### src/rtl/multdiv.sv
// Multi-cycle signed multiply (radix-2 Booth) / divide (restoring on magnitudes) unit.
// One request pulse starts a 32-iteration operation that ends with a one-cycle ready pulse.
module multdiv #(
  parameter int WIDTH = 32
) (
  input  logic             clock,
  input  logic             reset,
  input  logic [WIDTH-1:0] data_operandA,
  input  logic [WIDTH-1:0] data_operandB,
  input  logic             ctrl_MULT,
  input  logic             ctrl_DIV,
  output logic [WIDTH-1:0] data_result,
  output logic             data_exception,
  output logic             data_resultRDY
);
  localparam int W  = WIDTH;
  localparam int HW = W + 2;

  typedef enum logic [1:0] {IDLE, MULT, DIV} state_t;

  state_t            state;
  logic [5:0]        count;

  logic signed [HW-1:0] mcand;
  logic signed [HW-1:0] hi;
  logic [W-1:0]         lo;
  logic                 qm1;
  logic signed [HW-1:0] hi_sum;
  logic signed [HW-1:0] hi_nxt;
  logic [W-1:0]         lo_nxt;

  logic [W-1:0] divisor, rem, quot;
  logic         q_neg, div_zero, div_ovf;
  logic [W:0]   shifted, diff;
  logic         take;
  logic [W-1:0] rem_nxt, quot_nxt;

  logic req_mult, req_div, req, last_iter;

  function automatic logic [W-1:0] mag(input logic [W-1:0] v);
    return v[W-1] ? (~v + 1'b1) : v;
  endfunction

  // Quotient sign fix-up; divide-by-zero forces 0, and the single overflow
  // case (most-negative / -1) already yields 0x80000000 from the magnitudes.
  function automatic logic [W-1:0] div_result(input logic [W-1:0] q, input logic neg,
                                              input logic zero);
    if (zero) return '0;
    return neg ? (~q + 1'b1) : q;
  endfunction

  assign req_mult  = ctrl_MULT;
  assign req_div   = ctrl_DIV & ~ctrl_MULT;
  assign req       = ctrl_MULT | ctrl_DIV;
  assign last_iter = (count == 6'(W - 1));

  // Booth step: the two extra hi bits keep the most-negative multiplicand from overflowing.
  always_comb begin
    hi_sum = hi;
    case ({lo[0], qm1})
      2'b01:   hi_sum = hi + mcand;
      2'b10:   hi_sum = hi - mcand;
      default: hi_sum = hi;
    endcase
    hi_nxt = hi_sum >>> 1;
    lo_nxt = {hi_sum[0], lo[W-1:1]};
  end

  // Restoring-division step: borrow out of the 33-bit trial subtract rejects the bit.
  always_comb begin
    shifted  = {rem, quot[W-1]};
    diff     = shifted - {1'b0, divisor};
    take     = ~diff[W];
    rem_nxt  = take ? diff[W-1:0] : shifted[W-1:0];
    quot_nxt = {quot[W-2:0], take};
  end

  always_ff @(posedge clock) begin
    if (req_mult) begin
      mcand <= $signed({{2{data_operandA[W-1]}}, data_operandA});
      hi    <= '0;
      lo    <= data_operandB;
      qm1   <= 1'b0;
    end else if (req_div) begin
      divisor  <= mag(data_operandB);
      rem      <= '0;
      quot     <= mag(data_operandA);
      q_neg    <= data_operandA[W-1] ^ data_operandB[W-1];
      div_zero <= (data_operandB == '0);
      div_ovf  <= (data_operandA == {1'b1, {(W-1){1'b0}}}) && (data_operandB == '1);
    end else if (state == MULT) begin
      hi  <= hi_nxt;
      lo  <= lo_nxt;
      qm1 <= lo[0];
    end else if (state == DIV) begin
      rem  <= rem_nxt;
      quot <= quot_nxt;
    end
  end

  always_ff @(posedge clock) begin
    if (reset) begin
      state          <= IDLE;
      count          <= '0;
      data_result    <= '0;
      data_exception <= 1'b0;
      data_resultRDY <= 1'b0;
    end else begin
      data_resultRDY <= 1'b0;
      if (req) begin
        state <= req_mult ? MULT : DIV;
        count <= '0;
      end else if (state != IDLE) begin
        count <= count + 6'd1;
        if (last_iter) begin
          state          <= IDLE;
          data_resultRDY <= 1'b1;
          if (state == MULT) begin
            data_result    <= lo_nxt;
            data_exception <= (hi_nxt[W-1:0] != {W{lo_nxt[W-1]}});
          end else begin
            data_result    <= div_result(quot_nxt, q_neg, div_zero);
            data_exception <= div_zero | div_ovf;
          end
        end
      end
    end
  end

endmodule

### config.mk
export PLATFORM = sky130hd
export DESIGN_NAME = multdiv
export DESIGN_NICKNAME = d
export VERILOG_FILES = /design/src/rtl/multdiv.sv
export SDC_FILE = /design/constraint.sdc
export NUM_CORES = 1
export LEC_CHECK = 0
export ABC_AREA = 1
export CELL_PAD_IN_SITES_DETAIL_PLACEMENT = 1
export CELL_PAD_IN_SITES_GLOBAL_PLACEMENT = 1
export CORE_MARGIN = 5
export CORE_UTILIZATION = 40
export DETAILED_ROUTE_END_ITERATION = 10
export GPL_ROUTABILITY_DRIVEN = 0
export PLACE_DENSITY = 0.79
export SYNTH_ARGS = -nofsm -noshare
export SYNTH_HDL_FRONTEND = slang
export SYNTH_SLANG_ARGS = --single-unit
### constraint.sdc
create_clock -name clock -period 4.42 [get_ports clock]
set_clock_uncertainty 0.05 [all_clocks]
set_input_delay 0.884 -clock clock [delete_from_list [all_inputs] [get_ports clock]]
set_output_delay 0.884 -clock clock [all_outputs]
set_load 0.02 [all_outputs]
# [After elaboration in Yosys (flattened, before gate mapping)]
# Cells that the tools add are included.
# W data, S select, Z words.
[word_totals] latch_bits=0 n_memories=0 input_bits=68 romBits=0 output_inout_bits=34 reg_bits=239 wordCells=88 ram_bits=0
[classes] eq_ne=10 shifts=0 muxes=28 n_mul=0 order_cmp=0 n_addsub=7 reduce_logical=15 bitwise=12 n_div=0
[ops] cell="$mux W32" count=14
[ops] cell="$add A32 B1 Y32 const B" count=3
[ops] cell="$not A32 Y32" count=3
[ops] cell="$pmux W34 S2" count=1
[ops] cell="$eq A32 B32 Y1 const B" count=2
[ops] cell="$add A33 B32 Y34" count=1
[ops] cell="$sub A33 B32 Y34" count=1
[ops] cell="$sub A33 B32 Y33" count=1
[ops] cell="$logic_not A32 Y1" count=1
[ops] cell="$ne A32 B32 Y1" count=1
[ops] cell="$mux W31" count=1
[ops] cell="$reduce_bool A2 Y1" count=5
[ops] cell="$mux W1" count=8
[ops] cell="$mux W2" count=4
[ops] cell="$reduce_and A2 Y1" count=4
[ops] cell="$add A6 B1 Y6 const B" count=1
[ops] cell="$eq A6 B5 Y1 const B" count=1
[ops] cell="$reduce_and A3 Y1" count=2
[ops] cell="$not A1 Y1" count=5
[ops] cell="$eq A2 B1 Y1 const B" count=2
[ops] cell="$eq A2 B2 Y1 const B" count=2
[ops] cell="$ne A2 B2 Y1 const B" count=2
[ops] cell="$reduce_or A3 Y1" count=1
[ops] cell="$or A1 B1 Y1" count=2
[ops] cell="4 further kinds" count=4

# [Depth between registers and ports, before layout]
[logic_depth] ltp_word=8 mapped_depth=32 depth_no_buf=32

# [Worst setup path before layout]
# OpenSTA, ideal clock, no wires.
[synth_timing] kind="reg2reg" start="reg mcand[0]" end="reg data_exception" setup_ns=0.122 n_path_buf=0 arrival_time_ns=3.515 setup_slack_ns=0.733 synth_period_minus_slack_ns=3.687 required_ns=4.248 stages_incl_launch_ff=31 cell_sequence="edfxtp_1 -> inv_1 -> ha_1 -> nand3_1 -> nor3_2 -> nand2_1 -> inv_1 -> nand4_1 -> or2_1 -> inv_1 -> nand2_1 -> o21ai_2 -> o21ai_0 -> a21oi_1 -> xor2_1 -> ha_1 -> inv_1 -> nor3_1 -> nand2_1 -> nor2_1 -> nand2_1 -> nand3_1 -> nand3_1 -> nand2_1 -> nand2_1 -> nand2_1 -> nand2_1 -> nor2_1 -> nand2_1 -> o21ai_0 -> a21oi_1"
[synth_via] elab_chain_cells=4 word_cells_on_any_way=5 classes_between="add/sub (2); eq/ne (1); mux (2)"
[synth_lines] element="from (decl)" line="24" text="logic signed [HW-1:0] mcand;"
[synth_lines] element="from (signal assigned)" line="80" text="mcand <= $signed({{2{data_operandA[W-1]}}, data_operandA});"
[synth_lines] element="$sub A33 B32 Y34 / $add A33 B32 Y34 (equally long branches)" line="62, 61"
[synth_lines] element="$pmux W34 S2 *" line="60" text="case ({lo[0], qm1})"
[synth_lines] element="$ne A32 B32 Y1 *" line="120" text="data_exception <= (hi_nxt[W-1:0] != {W{lo_nxt[W-1]}});"
[synth_lines] element="$mux W1 *" line="118" text="if (state == MULT) begin"
[synth_lines] element="to (signal assigned)" line="120"
[synth_lines] element="to (signal assigned)" line="123" text="data_exception <= div_zero | div_ovf;"
[synth_lines] element="to (decl)" line="13" text="output logic data_exception,"
# Every way passes the cells marked *; elsewhere a longest branch is shown, timed or not.
# A chain may end at the register's enable or synchronous reset.

# [Worst setup path in the final report]
# Ends and elaborated chain as after synthesis.

==> impl_metrics.csv <==
group,metric,value,unit
status,outcome,"finished, violations left",
status,violations,"negative setup slack",
finish,syn2layout_area_growth,20.52,%
detailed_routing,viasPerCell,5.487,
worst_setup_path,path_delay_family,"simple AND/OR/NAND/NOR gates",
timing,tns,-59.74,ps
clocking,cts_buffers,29,
logic_synthesis,ys_ff_latch,239,
worst_setup_path,crit_fanout,4,
logic_synthesis,yosysSeqAreaShare,37.22,%
power_and_ir_drop,comb_power_share,29.9,%
detailed_routing,first_iter_violations,1027,
power_and_ir_drop,sw_frac_of_total,34.68,%
logic_synthesis,synth_compound_area_share,13.96,%
detailed_routing,drt_first_pass_iters,7,
logic_synthesis,ys.flop_type,"edfxtp_1",
logic_synthesis,muxShareOfSynthArea,0,%
logic_synthesis,synth-xor-area-share,6.038,%
floorplan,fp.dieW,217.6,um
detailed_routing,drc_errors,0,
logic_synthesis,yosys_warnings,0,
detailed_routing,drt-total-wl,63600,um
worst_setup_path,crit_slowest_cell,"edfxtp_1",
worst_setup_path,cpMostUsedCell,"nand2_1",
clocking,clockBufferDepth,3,
logic_synthesis,synth_top_family_by_area,"simple AND/OR/NAND/NOR gates",
power_and_ir_drop,max-vdd-ir-drop,0.2406,mV
floorplan,chipHeight,217.6,um
worst_setup_path,critPathBufInv,3,
floorplan,initial_utilization,40.20,%
floorplan,die_area,47350,sq um
logic_synthesis,syn_area,17240,sq um
worst_setup_path,worstSetupPathType,"register to register",
timing,slew_headroom,38.18,%
logic_synthesis,syn_area_per_cell,7.118,sq um
placement,place_area,18990,sq um
global_routing,grt_pass1_vias,18180,
placement,portBuffers,101,
clocking,clock-sinks,239,
detailed_routing,avgRoutedWirePerCell,20.18,um
logic_synthesis,synth_fp_nets,2564,
power_and_ir_drop,p_seq_share,35.1,%
timing,finalHoldViolCount,0,
finish,fin_nets,2686,
detailed_routing,vias,17300,
timing,fmax,0.2232,GHz
worst_setup_path,worst_setup_path_end_kind,"register",
timing,tightest_slew,926.3,ps
placement,dp_cells,3074,
timing,fin_crit,4480,ps
finish,design_area,20780,sq um
timing,period_share,101.4,%
worst_setup_path,slowest_delay,400,ps
min_path,hold_class,"register to register",
logic_synthesis,synthArstFlopShare,0,%
finish,drive_above_1_share,10.44,%
clocking,htreeDepth,1,
worst_setup_path,required,4820,ps
logic_synthesis,synth_fa_ha_area_share,5.458,%
timing,setup_viol,1,
power_and_ir_drop,cell_internal_pwr,5.101,mW
placement,place_ws,-253.8,ps
timing,holdWs,465.1,ps
worst_setup_path,worst_ep_arrival_time,4880,ps
power_and_ir_drop,total_power,7.810,mW
timing,rsz0062_at_grt,"yes",
clocking,hold_buffers,0,
timing,finalMaxSlewViolations,0,
floorplan,io_pins,102,
global_routing,grt_use_total,25.95,%
global_routing,grt_pass1_wl,98520,um
logic_synthesis,synth_simple_gate_area_share,27.76,%
timing,setup_ws,-59.74,ps
power_and_ir_drop,netSwitchingPower,2.709,mW
placement,hpwlAfterDp,48140,um
logic_synthesis,synth_enable_flop_cells,163,
detailed_routing,ant_nets,0,
power_and_ir_drop,p_clk_share,35.0,%
run,cap_violations,0,
logic_synthesis,ys_types,60,
finish,instances_no_fill,3152,
finish,utilization,48.45,%
clocking,clkTransAtPathRegs,60,ps
finish,antenna_cells,0,
power_and_ir_drop,power_density,375.9,nW/um^2
floorplan,core,42890,sq um
logic_synthesis,synthCells,2422,
global_routing,grt_overflow_total,0,
worst_setup_path,start_kind,"register",
global_routing,grt_max_degree,73,
power_and_ir_drop,p_leak,9.221,nW
global_routing,antenna_found_initial,0,
clocking,cts-root-buf,"clkbuf_16",
clocking,cts_tree,"built",
clocking,clock_latency,590,ps
floorplan,rows,76,
## path summary, 6_finish.rpt
path                                          from                     endpoint  slack (ps)  depth (start not counted)
worst max register to register  mcand[0]$_DFFE_PP_  data_exception$_SDFFE_PP0P_         -60                         30
worst min-delay path            hi[4]$_SDFFE_PP0P_           hi[4]$_SDFFE_PP0P_         470                          2
worst min register to register  hi[4]$_SDFFE_PP0P_           hi[4]$_SDFFE_PP0P_         470                          2
worst max-delay path            mcand[0]$_DFFE_PP_  data_exception$_SDFFE_PP0P_         -60                         30
## registers in the layout, indices dropped and copies added (netlist names)
| register | flops |
|---|---|
| lo | 32 |
| data_resultRDY | 1 |
| q_neg | 1 |
| state | 2 |
| divisor | 32 |
| mcand | 32 |
| qm1 | 1 |
| div_zero | 1 |
| div_ovf | 1 |
| quot | 32 |
| data_result | 32 |
| count | 6 |
| hi | 33 |
| rem | 32 |
| data_exception | 1 |
## per-layer routing
layer,up-vias,routed length [um],GRT usage [%]
met5,-,0,0
met4,0,2751,10.72
met3,148,3427,3.526
met2,469,30730,44.48
met1,8464,26690,33.04
li1,8215,-,-
## worst reg2reg max path: cells and delay by family (launching register included)
kind            cells  cell delay, ps
simple gates       21            2490
fa+ha+maj           2             440
flops               1             400
compound gates      3             400
xor+xnor            1             310
buf+inv             3             260
## cells in the mapped netlist, types with 3 or more instances
| library cell | number | area, sq um |
|---|---|---|
| ha_1 | 72 | 900.9 |
| nand2_1 | 619 | 2323 |
| o21ai_1 | 5 | 25.02 |
| inv_1 | 358 | 1344 |
| a21o_1 | 4 | 30.03 |
| dfxtp_1 | 76 | 1521 |
| o31ai_1 | 4 | 30.03 |
| xnor2_1 | 30 | 262.8 |
| a21oi_1 | 170 | 850.8 |
| edfxtp_1 | 163 | 4895 |
| and3_1 | 3 | 18.77 |
| nand3b_1 | 10 | 75.07 |
| nor2_2 | 4 | 25.02 |
| o21a_1 | 6 | 45.04 |
| nand3_1 | 145 | 725.7 |
| nor3_2 | 11 | 110.1 |
| nor4_1 | 12 | 75.07 |
| a31oi_1 | 17 | 106.4 |
| o21bai_1 | 5 | 37.54 |
| nand2_2 | 7 | 43.79 |
| o22ai_1 | 26 | 162.7 |
| clkinv_1 | 4 | 15.01 |
| buf_2 | 10 | 50.05 |
| a211oi_1 | 6 | 45.04 |
| o21ai_2 | 4 | 35.03 |
| xor2_1 | 87 | 762.0 |
| nor3_1 | 31 | 155.2 |
| or2_2 | 8 | 50.05 |
| clkbuf_1 | 50 | 187.7 |
| nand3_2 | 6 | 60.06 |
| nor2_1 | 222 | 833.3 |
| o21ai_0 | 183 | 915.9 |
| nand4_1 | 31 | 193.9 |
## layout make-up
cell class                 count  area (sq um)
clock buffer                  36         802.0
clock inverter                18         289.0
fill                        5389         22110
inverter                     363          1365
multi-input combinational   1754          9706
sequential                   239          6416
tap                          585         732.0
timing repair buffer         157          1468
## power groups by stage
stage / Sequential [mW] / Clock (mW) / Combinational [mW]
final: 2.74 / 2.74 / 2.33
after global routing: 2.76 / 2.87 / 2.57
after CTS: 2.73 / 2.77 / 2.20
after floorplan: 2.73 / 0 / 1.47
after global placement: 2.77 / 0 / 2.06
after detailed placement: 2.78 / 0 / 2.13
## kinds of logic (layout without fill, tap and decap cells)
group | count (synthesis) | count (layout)
compound gates | 444 | 444
simple gates | 1118 | 1118
flops | 239 | 239
xor+xnor | 118 | 118
fa+ha+maj | 74 | 74
buf+inv | 429 | 574
## repair_timing
action	in CTS	in global routing
resized for setup	48	83
pin swaps	20	43
setup buffers	12	12
setup endpoints to repair	2	13
endpoints found under the hold margin	0	0
## cell usage in the layout (no fill, tap or decap), drive strengths merged, types with 11 or more instances in the layout
cell	Yosys	final
nand2	627	627
clkdlybuf4s50	0	100
nand3	151	151
nand4	32	32
buf	15	57
xnor2	30	30
o21ai	192	192
a31oi	17	17
ha	72	72
a21oi	171	171
nor2	226	226
nor4	14	14
xor2	88	88
dfxtp	76	76
nor3	43	43
inv	359	360
o22ai	26	26
clkbuf	51	36
nand3b	11	11
clkinv	4	11
edfxtp	163	163
(Power assumes the default switching activity.)
